--- config.mk ---
export PLATFORM = sky130hd
export DESIGN_NAME = instruction_dispatcher_flat
export DESIGN_NICKNAME = d
export VERILOG_FILES = /design/src/rtl/instruction_dispatcher_if.sv /design/src/rtl/instruction_dispatcher.sv /design/src/flat_wrapper.sv
export SDC_FILE = /design/constraint.sdc
export NUM_CORES = 1
export LEC_CHECK = 0
export CAP_MARGIN = 20
export CORE_MARGIN = 4
export CORE_UTILIZATION = 49
export DETAILED_ROUTE_END_ITERATION = 12
export PLACE_DENSITY = 0.86
export SLEW_MARGIN = 5
export SYNTH_ARGS = -nofsm -noshare
export SYNTH_HDL_FRONTEND = slang
export SYNTH_SLANG_ARGS = --single-unit
--- constraint.sdc ---
create_clock -name phi2 -period 3.48 [get_ports phi2]
set_clock_uncertainty 0.1 [all_clocks]
set_input_delay 0.696 -clock phi2 [delete_from_list [all_inputs] [get_ports phi2]]
set_output_delay 0.696 -clock phi2 [all_outputs]
set_load 0.01 [all_outputs]
--- src/rtl/instruction_dispatcher_if.sv ---
`default_nettype none
// ============================================================================
// Module   : instruction_dispatcher_if
// Brief    : CPU-side and engine-side handshake/bus bundle of the
//            instruction dispatcher.
// Revision : 1.0 - initial release
// ============================================================================
interface instruction_dispatcher_if;
    // CPU register interface
    logic [7:0] instruction;
    logic       instruction_start;
    logic [7:0] mode_control;
    logic       instruction_busy;
    logic       instruction_finished;
    logic       instruction_error;
    logic [7:0] result_0;
    logic [7:0] result_1;
    // Text engine
    logic       text_start;
    logic       text_done;
    logic       text_error;
    logic [7:0] text_result_0;
    logic [7:0] text_result_1;
    // Graphics engine
    logic       gfx_start;
    logic       gfx_done;
    logic       gfx_error;
    logic [7:0] gfx_result_0;
    logic [7:0] gfx_result_1;
    // Palette unit
    logic [7:0] palette_result_low;
    logic [7:0] palette_result_high;
    // Shared engine abort
    logic       engine_abort;

    // Dispatcher side
    modport master (
        input  instruction, instruction_start, mode_control,
        output instruction_busy, instruction_finished, instruction_error,
        output result_0, result_1,
        output text_start,
        input  text_done, text_error, text_result_0, text_result_1,
        output gfx_start,
        input  gfx_done, gfx_error, gfx_result_0, gfx_result_1,
        input  palette_result_low, palette_result_high,
        output engine_abort
    );

    // CPU interface / engines side
    modport slave (
        output instruction, instruction_start, mode_control,
        input  instruction_busy, instruction_finished, instruction_error,
        input  result_0, result_1,
        input  text_start,
        output text_done, text_error, text_result_0, text_result_1,
        input  gfx_start,
        output gfx_done, gfx_error, gfx_result_0, gfx_result_1,
        output palette_result_low, palette_result_high,
        input  engine_abort
    );
endinterface
`default_nettype wire

--- src/rtl/instruction_dispatcher.sv ---
`default_nettype none
// ============================================================================
// Module   : instruction_dispatcher
// Brief    : Decodes CPU opcodes, checks them against the video mode,
//            launches the text/graphics engine or palette unit, watches the
//            handshake under a watchdog and reports status/results.
// Revision : 1.0 - initial release
// ============================================================================
module instruction_dispatcher #(
    parameter int TIMEOUT_CYCLES = 4096,
    parameter int PALETTE_CYCLES = 2
) (
    input  wire logic                  phi2,
    input  wire logic                  reset,
    instruction_dispatcher_if.master   bus
);

    typedef enum logic [1:0] {
        c_IDLE     = 2'd0,
        c_ISSUE    = 2'd1,
        c_WAIT     = 2'd2,
        c_COMPLETE = 2'd3
    } state_t;

    localparam logic [1:0]  c_GRP_TEXT = 2'd0;
    localparam logic [1:0]  c_GRP_GFX  = 2'd1;
    localparam logic [1:0]  c_GRP_PAL  = 2'd2;
    localparam logic [1:0]  c_GRP_INV  = 2'd3;
    localparam logic [15:0] c_TMO_LAST = 16'(TIMEOUT_CYCLES - 1);
    localparam logic [15:0] c_PAL_LAST = 16'(PALETTE_CYCLES - 1);

    function automatic logic [1:0] f_group(input logic [7:0] op);
        if (op <= 8'h04)                      return c_GRP_TEXT;
        else if (op >= 8'h10 && op <= 8'h14)  return c_GRP_GFX;
        else if (op == 8'h20 || op == 8'h21)  return c_GRP_PAL;
        else                                  return c_GRP_INV;
    endfunction

    state_t      r_state;
    state_t      w_next;
    logic [7:0]  r_opcode;
    logic [1:0]  r_group;
    logic [15:0] r_count;
    logic        r_err;
    logic [7:0]  r_res0;
    logic [7:0]  r_res1;

    logic        w_accept;
    logic        w_load_err;
    logic        w_err_val;
    logic        w_cap_res;
    logic [7:0]  w_cap_r0;
    logic [7:0]  w_cap_r1;
    logic        w_text_start;
    logic        w_gfx_start;
    logic        w_abort;

    // Next-state decode plus engine strobes and capture controls
    always_comb begin
        w_next       = r_state;
        w_accept     = 1'b0;
        w_load_err   = 1'b0;
        w_err_val    = 1'b0;
        w_cap_res    = 1'b0;
        w_cap_r0     = 8'h00;
        w_cap_r1     = 8'h00;
        w_text_start = 1'b0;
        w_gfx_start  = 1'b0;
        w_abort      = 1'b0;
        case (r_state)
            c_IDLE: begin
                if (bus.instruction_start) begin
                    w_accept = 1'b1;
                    w_next   = c_ISSUE;
                end
            end
            c_ISSUE: begin
                // Mode is only looked at here; later mode changes are harmless
                if (r_group == c_GRP_TEXT && !bus.mode_control[0]) begin
                    w_text_start = 1'b1;
                    w_next       = c_WAIT;
                end else if (r_group == c_GRP_GFX && bus.mode_control[0]) begin
                    w_gfx_start = 1'b1;
                    w_next      = c_WAIT;
                end else if (r_group == c_GRP_PAL) begin
                    w_next = c_WAIT;
                end else begin
                    w_load_err = 1'b1;
                    w_err_val  = 1'b1;
                    w_next     = c_COMPLETE;
                end
            end
            c_WAIT: begin
                // Completion is tested before the watchdog so done wins a tie
                if (r_group == c_GRP_TEXT && bus.text_done) begin
                    w_load_err = 1'b1;
                    w_err_val  = bus.text_error;
                    w_cap_res  = (r_opcode == 8'h03);
                    w_cap_r0   = bus.text_result_0;
                    w_cap_r1   = bus.text_result_1;
                    w_next     = c_COMPLETE;
                end else if (r_group == c_GRP_GFX && bus.gfx_done) begin
                    w_load_err = 1'b1;
                    w_err_val  = bus.gfx_error;
                    w_cap_res  = (r_opcode == 8'h14);
                    w_cap_r0   = bus.gfx_result_0;
                    w_cap_r1   = bus.gfx_result_1;
                    w_next     = c_COMPLETE;
                end else if (r_group == c_GRP_PAL && r_count == c_PAL_LAST) begin
                    w_cap_res  = (r_opcode == 8'h21);
                    w_cap_r0   = bus.palette_result_low;
                    w_cap_r1   = bus.palette_result_high;
                    w_next     = c_COMPLETE;
                end else if (r_count == c_TMO_LAST) begin
                    w_abort    = 1'b1;
                    w_load_err = 1'b1;
                    w_err_val  = 1'b1;
                    w_next     = c_COMPLETE;
                end
            end
            c_COMPLETE: begin
                w_next = c_IDLE;
            end
            default: begin
                w_next = c_IDLE;
            end
        endcase
    end

    // State, latched instruction, watchdog counter, error flag and results
    always_ff @(posedge phi2 or posedge reset) begin
        if (reset) begin
            r_state  <= c_IDLE;
            r_opcode <= 8'h00;
            r_group  <= c_GRP_TEXT;
            r_count  <= 16'h0000;
            r_err    <= 1'b0;
            r_res0   <= 8'h00;
            r_res1   <= 8'h00;
        end else begin
            r_state <= w_next;
            if (w_accept) begin
                r_opcode <= bus.instruction;
                r_group  <= f_group(bus.instruction);
            end
            if (r_state == c_ISSUE) begin
                r_count <= 16'h0000;
            end else if (r_state == c_WAIT) begin
                r_count <= r_count + 16'h0001;
            end
            // Error is a level: cleared on accept, held after completion
            if (w_accept) begin
                r_err <= 1'b0;
            end else if (w_load_err) begin
                r_err <= w_err_val;
            end
            if (w_cap_res) begin
                r_res0 <= w_cap_r0;
                r_res1 <= w_cap_r1;
            end
        end
    end

    assign bus.instruction_busy     = (r_state == c_ISSUE) || (r_state == c_WAIT);
    assign bus.instruction_finished = (r_state == c_COMPLETE);
    assign bus.instruction_error    = r_err;
    assign bus.result_0             = r_res0;
    assign bus.result_1             = r_res1;
    assign bus.text_start           = w_text_start;
    assign bus.gfx_start            = w_gfx_start;
    assign bus.engine_abort         = w_abort;

endmodule
`default_nettype wire

--- src/flat_wrapper.sv ---
// flat-port wrapper written by rule: the top's interface ports become plain ports
module instruction_dispatcher_flat 
#(
    parameter int TIMEOUT_CYCLES = 4096,
    parameter int PALETTE_CYCLES = 2
)
  (phi2, reset, bus_instruction, bus_instruction_start, bus_mode_control, bus_instruction_busy, bus_instruction_finished, bus_instruction_error, bus_result_0, bus_result_1, bus_text_start, bus_text_done, bus_text_error, bus_text_result_0, bus_text_result_1, bus_gfx_start, bus_gfx_done, bus_gfx_error, bus_gfx_result_0, bus_gfx_result_1, bus_palette_result_low, bus_palette_result_high, bus_engine_abort);
  instruction_dispatcher_if bus_i ();
  input  wire logic phi2;
  input  wire logic reset;
  input wire logic [$bits(bus_i.instruction)-1:0] bus_instruction;
  input wire logic [$bits(bus_i.instruction_start)-1:0] bus_instruction_start;
  input wire logic [$bits(bus_i.mode_control)-1:0] bus_mode_control;
  output wire logic [$bits(bus_i.instruction_busy)-1:0] bus_instruction_busy;
  output wire logic [$bits(bus_i.instruction_finished)-1:0] bus_instruction_finished;
  output wire logic [$bits(bus_i.instruction_error)-1:0] bus_instruction_error;
  output wire logic [$bits(bus_i.result_0)-1:0] bus_result_0;
  output wire logic [$bits(bus_i.result_1)-1:0] bus_result_1;
  output wire logic [$bits(bus_i.text_start)-1:0] bus_text_start;
  input wire logic [$bits(bus_i.text_done)-1:0] bus_text_done;
  input wire logic [$bits(bus_i.text_error)-1:0] bus_text_error;
  input wire logic [$bits(bus_i.text_result_0)-1:0] bus_text_result_0;
  input wire logic [$bits(bus_i.text_result_1)-1:0] bus_text_result_1;
  output wire logic [$bits(bus_i.gfx_start)-1:0] bus_gfx_start;
  input wire logic [$bits(bus_i.gfx_done)-1:0] bus_gfx_done;
  input wire logic [$bits(bus_i.gfx_error)-1:0] bus_gfx_error;
  input wire logic [$bits(bus_i.gfx_result_0)-1:0] bus_gfx_result_0;
  input wire logic [$bits(bus_i.gfx_result_1)-1:0] bus_gfx_result_1;
  input wire logic [$bits(bus_i.palette_result_low)-1:0] bus_palette_result_low;
  input wire logic [$bits(bus_i.palette_result_high)-1:0] bus_palette_result_high;
  output wire logic [$bits(bus_i.engine_abort)-1:0] bus_engine_abort;
  assign bus_i.instruction = bus_instruction;
  assign bus_i.instruction_start = bus_instruction_start;
  assign bus_i.mode_control = bus_mode_control;
  assign bus_instruction_busy = bus_i.instruction_busy;
  assign bus_instruction_finished = bus_i.instruction_finished;
  assign bus_instruction_error = bus_i.instruction_error;
  assign bus_result_0 = bus_i.result_0;
  assign bus_result_1 = bus_i.result_1;
  assign bus_text_start = bus_i.text_start;
  assign bus_i.text_done = bus_text_done;
  assign bus_i.text_error = bus_text_error;
  assign bus_i.text_result_0 = bus_text_result_0;
  assign bus_i.text_result_1 = bus_text_result_1;
  assign bus_gfx_start = bus_i.gfx_start;
  assign bus_i.gfx_done = bus_gfx_done;
  assign bus_i.gfx_error = bus_gfx_error;
  assign bus_i.gfx_result_0 = bus_gfx_result_0;
  assign bus_i.gfx_result_1 = bus_gfx_result_1;
  assign bus_i.palette_result_low = bus_palette_result_low;
  assign bus_i.palette_result_high = bus_palette_result_high;
  assign bus_engine_abort = bus_i.engine_abort;
  instruction_dispatcher #(.TIMEOUT_CYCLES(TIMEOUT_CYCLES), .PALETTE_CYCLES(PALETTE_CYCLES)) u_core (.phi2(phi2), .reset(reset), .bus(bus_i));
endmodule
==> impl_metrics.ini <==
[route]
drt_iter0_drc = 92
routed_wl_um = 6910
route.detailed.drc = 0
vias = 2350
vias_per_cell = 5.65
firstDrtPassIters = 4
ant_nets = 0
wl_per_cell_um = 16.6

[grt]
grt_max_degree = 25
grt_pass1_wl_um = 10900
grt_overflow_total = 0
antenna_found_initial = 0
gr-usage-all-layers_pct = 21.6
grt_pass1_vias = 2408

[timing]
timing.final.max_slew_violations = 0
timing.final.ws_setup_ns = 0.195
worst_pin_slew_ns = 0.868
finalCritPeriodShare_pct = 94.4
rsz0062_at_grt = no
tns_ns = 0
final-hold-violation-count = 0
finalCriticalPeriod_ns = 3.29
fmax_mhz = 304
setup_viol = 0
relSlewSlack_pct = 41.8

[floorplanning]
io_pins = 93
rows = 26
initial_core_util_pct = 51.0
die_h_um = 81.4
die_x_um = 81.4
core-area_um2 = 5170
dieArea_um2 = 6620

[layout]
area_growth_pct = 37.3
drive_gt1_share_pct = 12.7
n_antenna_cell = 0
fin_nets = 424
fin_cells = 416

[cts]
clock_tree.root_cell = clkbuf_8
cts_tree = done
clock_latency_ns = 0.30
htree_levels = 2
hold_buffers = 0
cts_setup_buffers = 0
clk_pin_slew_worst_paths_ns = 0.08
post_cts_resized = 0
cts_buffers = 5
clockBufferDepth = 2
cts.sinks = 45

[setup_path]
cp-end-kind = output pin
arrival_ns = 2.49
start_kind = flip-flop
max_stage_delay_ns = 0.57
path_class = flip-flop to output pin
cpMaxStageDelayCell = clkdlybuf4s50_1
path_cells = ha_1 > nand3_1 > nor4_1 > nor2b_1 > clkdlybuf4s50_1
crit_required_ns = 2.68
worstPathMaxFanout = 6

[synth]
yosysWarningCount = 0
synth-seq-area-share_pct = 42.7
async_flop_share_pct = 100
synth_nets = 341
avgSynthCellArea_um2 = 10.0
synth_flop_cell = dfrtp_1
synth_cells = 263
syn_area_um2 = 2640
synth_edf_count = 0
ys_ff_latch = 45
synth.distinct_cells = 47

[power_and_ir_drop]
power_density_nw_per_um2 = 567
power_mw = 2.05
power.static_leakage_nw = 1.51
ir_drop_mv = 0.506

[worst_hold_path]
hold_path.class = flip-flop to flip-flop

[placed_design]
post-dp-hpwl_um = 5130
port_buffers = 85
dp_cells = 409
gp_congestion = 0.893
dpl_worst_slack_ns = 0.494

[run_status]
outcome = complete, no violations

[job]
max_cap_violations = 0
==> cell usage after synthesis (all sizes together) (7+ instances only) <==
cell / number / area (µm²)
dfrtp: 45 / 1130
nand3: 25 / 125
mux2: 24 / 308
a21oi: 21 / 105
nand2: 17 / 63.8
o22ai: 17 / 106
nor2: 16 / 60.1
clkbuf: 8 / 30.0
o21ai: 8 / 40.0
ha: 7 / 87.6
xor2: 7 / 61.3
==> flip-flops by register name (all words and copies together) (netlist names) <==
register and cells:
u_core.bus.instruction_error 1, u_core.r_state 2, u_core.r_group 2, u_core.r_count 16, u_core.r_opcode 8, u_core.bus.result_1 8
u_core.bus.result_0 8
==> layer usage <==
layer	wire length [µm]	track usage [%]	up-vias	share of wire [%]
li1	-	-	1127	-
met1	2800	24.9	1129	41
met2	3340	36.8	78	48
met3	609	6.54	16	8.8
met4	161	9.46	0	2.3
met5	0	0	-	0
==> through the flow <==
stage / utilization (%) / hold slack [ns] / area [µm²]
after floorplan: - / 0.380 / 2640
after global placement: 68.4 / 0.388 / 3540
after detailed placement: 68.4 / 0.391 / 3540
after CTS: 70.0 / 0.409 / 3620
after global routing: 70.0 / 0.415 / 3620
final: 70.0 / 0.408 / 3620
==> cells by family (layout without fill, tap and decap cells) <==
family | after synthesis | after routing | share of synthesized area, %
DFF | 45 | 45 | 42.7
AOI/OAI and AO/OA | 55 | 55 | 12.6
xor gates and xnor gates | 11 | 11 | 3.65
muxes | 27 | 27 | 12.8
buffers and inverters | 21 | 104 | 4.13
and+or+nand+nor | 97 | 97 | 20.8
adders and majority gates | 7 | 7 | 3.32
==> worst max-delay path, delay by kind of cell (launching register included) <==
| kind | cells | cell delay (ns) |
|---|---|---|
| adder cells (fa/ha/maj) | 1 | 0.25 |
| buffers and inverters | 1 | 0.57 |
| flip-flops | 1 | 0.46 |
| AND/OR/NAND/NOR | 3 | 0.90 |
==> path summary, 6_finish.rpt <==
| path | from | depth (start not counted) | slack [ns] | endpoint |
|---|---|---|---|---|
| setup / recovery | u_core.r_count[0]$_DFFE_PP0P_ | 5 | 0.19 | bus_engine_abort |
| hold / removal | u_core.bus.result_1[4]$_DFFE_PP0P_ | 1 | 0.41 | u_core.bus.result_1[4]$_DFFE_PP0P_ |
| setup reg to reg | u_core.r_count[0]$_DFFE_PP0P_ | 7 | 0.80 | u_core.bus.result_1[1]$_DFFE_PP0P_ |
| hold reg to reg | u_core.bus.result_1[4]$_DFFE_PP0P_ | 1 | 0.41 | u_core.bus.result_1[4]$_DFFE_PP0P_ |
| max in group asynchronous | reset | 3 | 1.86 | u_core.bus.result_1[4]$_DFFE_PP0P_ |
| min in group asynchronous | reset | 2 | 0.68 | u_core.bus.result_0[6]$_DFFE_PP0P_ |
==> cell usage in the layout (no fill, tap or decap), types with 2 or more instances in the layout <==
| cell type | Yosys | final |
|---|---|---|
| o21a_1 | 2 | 2 |
| nand2_1 | 17 | 17 |
| xnor2_1 | 4 | 4 |
| clkdlybuf4s50_1 | 0 | 85 |
| nand3_1 | 25 | 25 |
| inv_1 | 6 | 5 |
| and2_1 | 3 | 3 |
| xor2_1 | 7 | 7 |
| o22ai_1 | 17 | 17 |
| nor4_1 | 4 | 4 |
| ha_1 | 7 | 7 |
| o21ai_0 | 8 | 8 |
| nor3_1 | 5 | 5 |
| clkbuf_8 | 0 | 6 |
| and3_1 | 3 | 3 |
| nand2b_1 | 5 | 5 |
| mux2i_1 | 3 | 3 |
| mux2_4 | 10 | 10 |
| nand3b_1 | 2 | 2 |
| buf_4 | 1 | 6 |
| nand4_1 | 2 | 2 |
| or3_1 | 2 | 2 |
| a21oi_1 | 21 | 21 |
| dfrtp_1 | 45 | 45 |
| o31ai_1 | 2 | 2 |
| nor4b_1 | 2 | 2 |
| mux2_2 | 14 | 14 |
| nor2_1 | 16 | 16 |
==> power breakdown <==
group          total (mW)  internal (mW)  switching [mW]
Sequential          0.792          0.655           0.137
Clock               0.325          0.158           0.168
Combinational       0.936          0.469           0.467
==> final cells by class <==
class / instances / area (µm²)
Fill cell: 397 / 1550
Multi-Input combinational cell: 197 / 1400
Sequential cell: 45 / 1130
Timing Repair Buffer: 91 / 896
Tap cell: 70 / 87.6
Clock buffer: 7 / 86.3
Inverter: 6 / 22.5
Note: power is estimated with default switching activity, not from simulation.
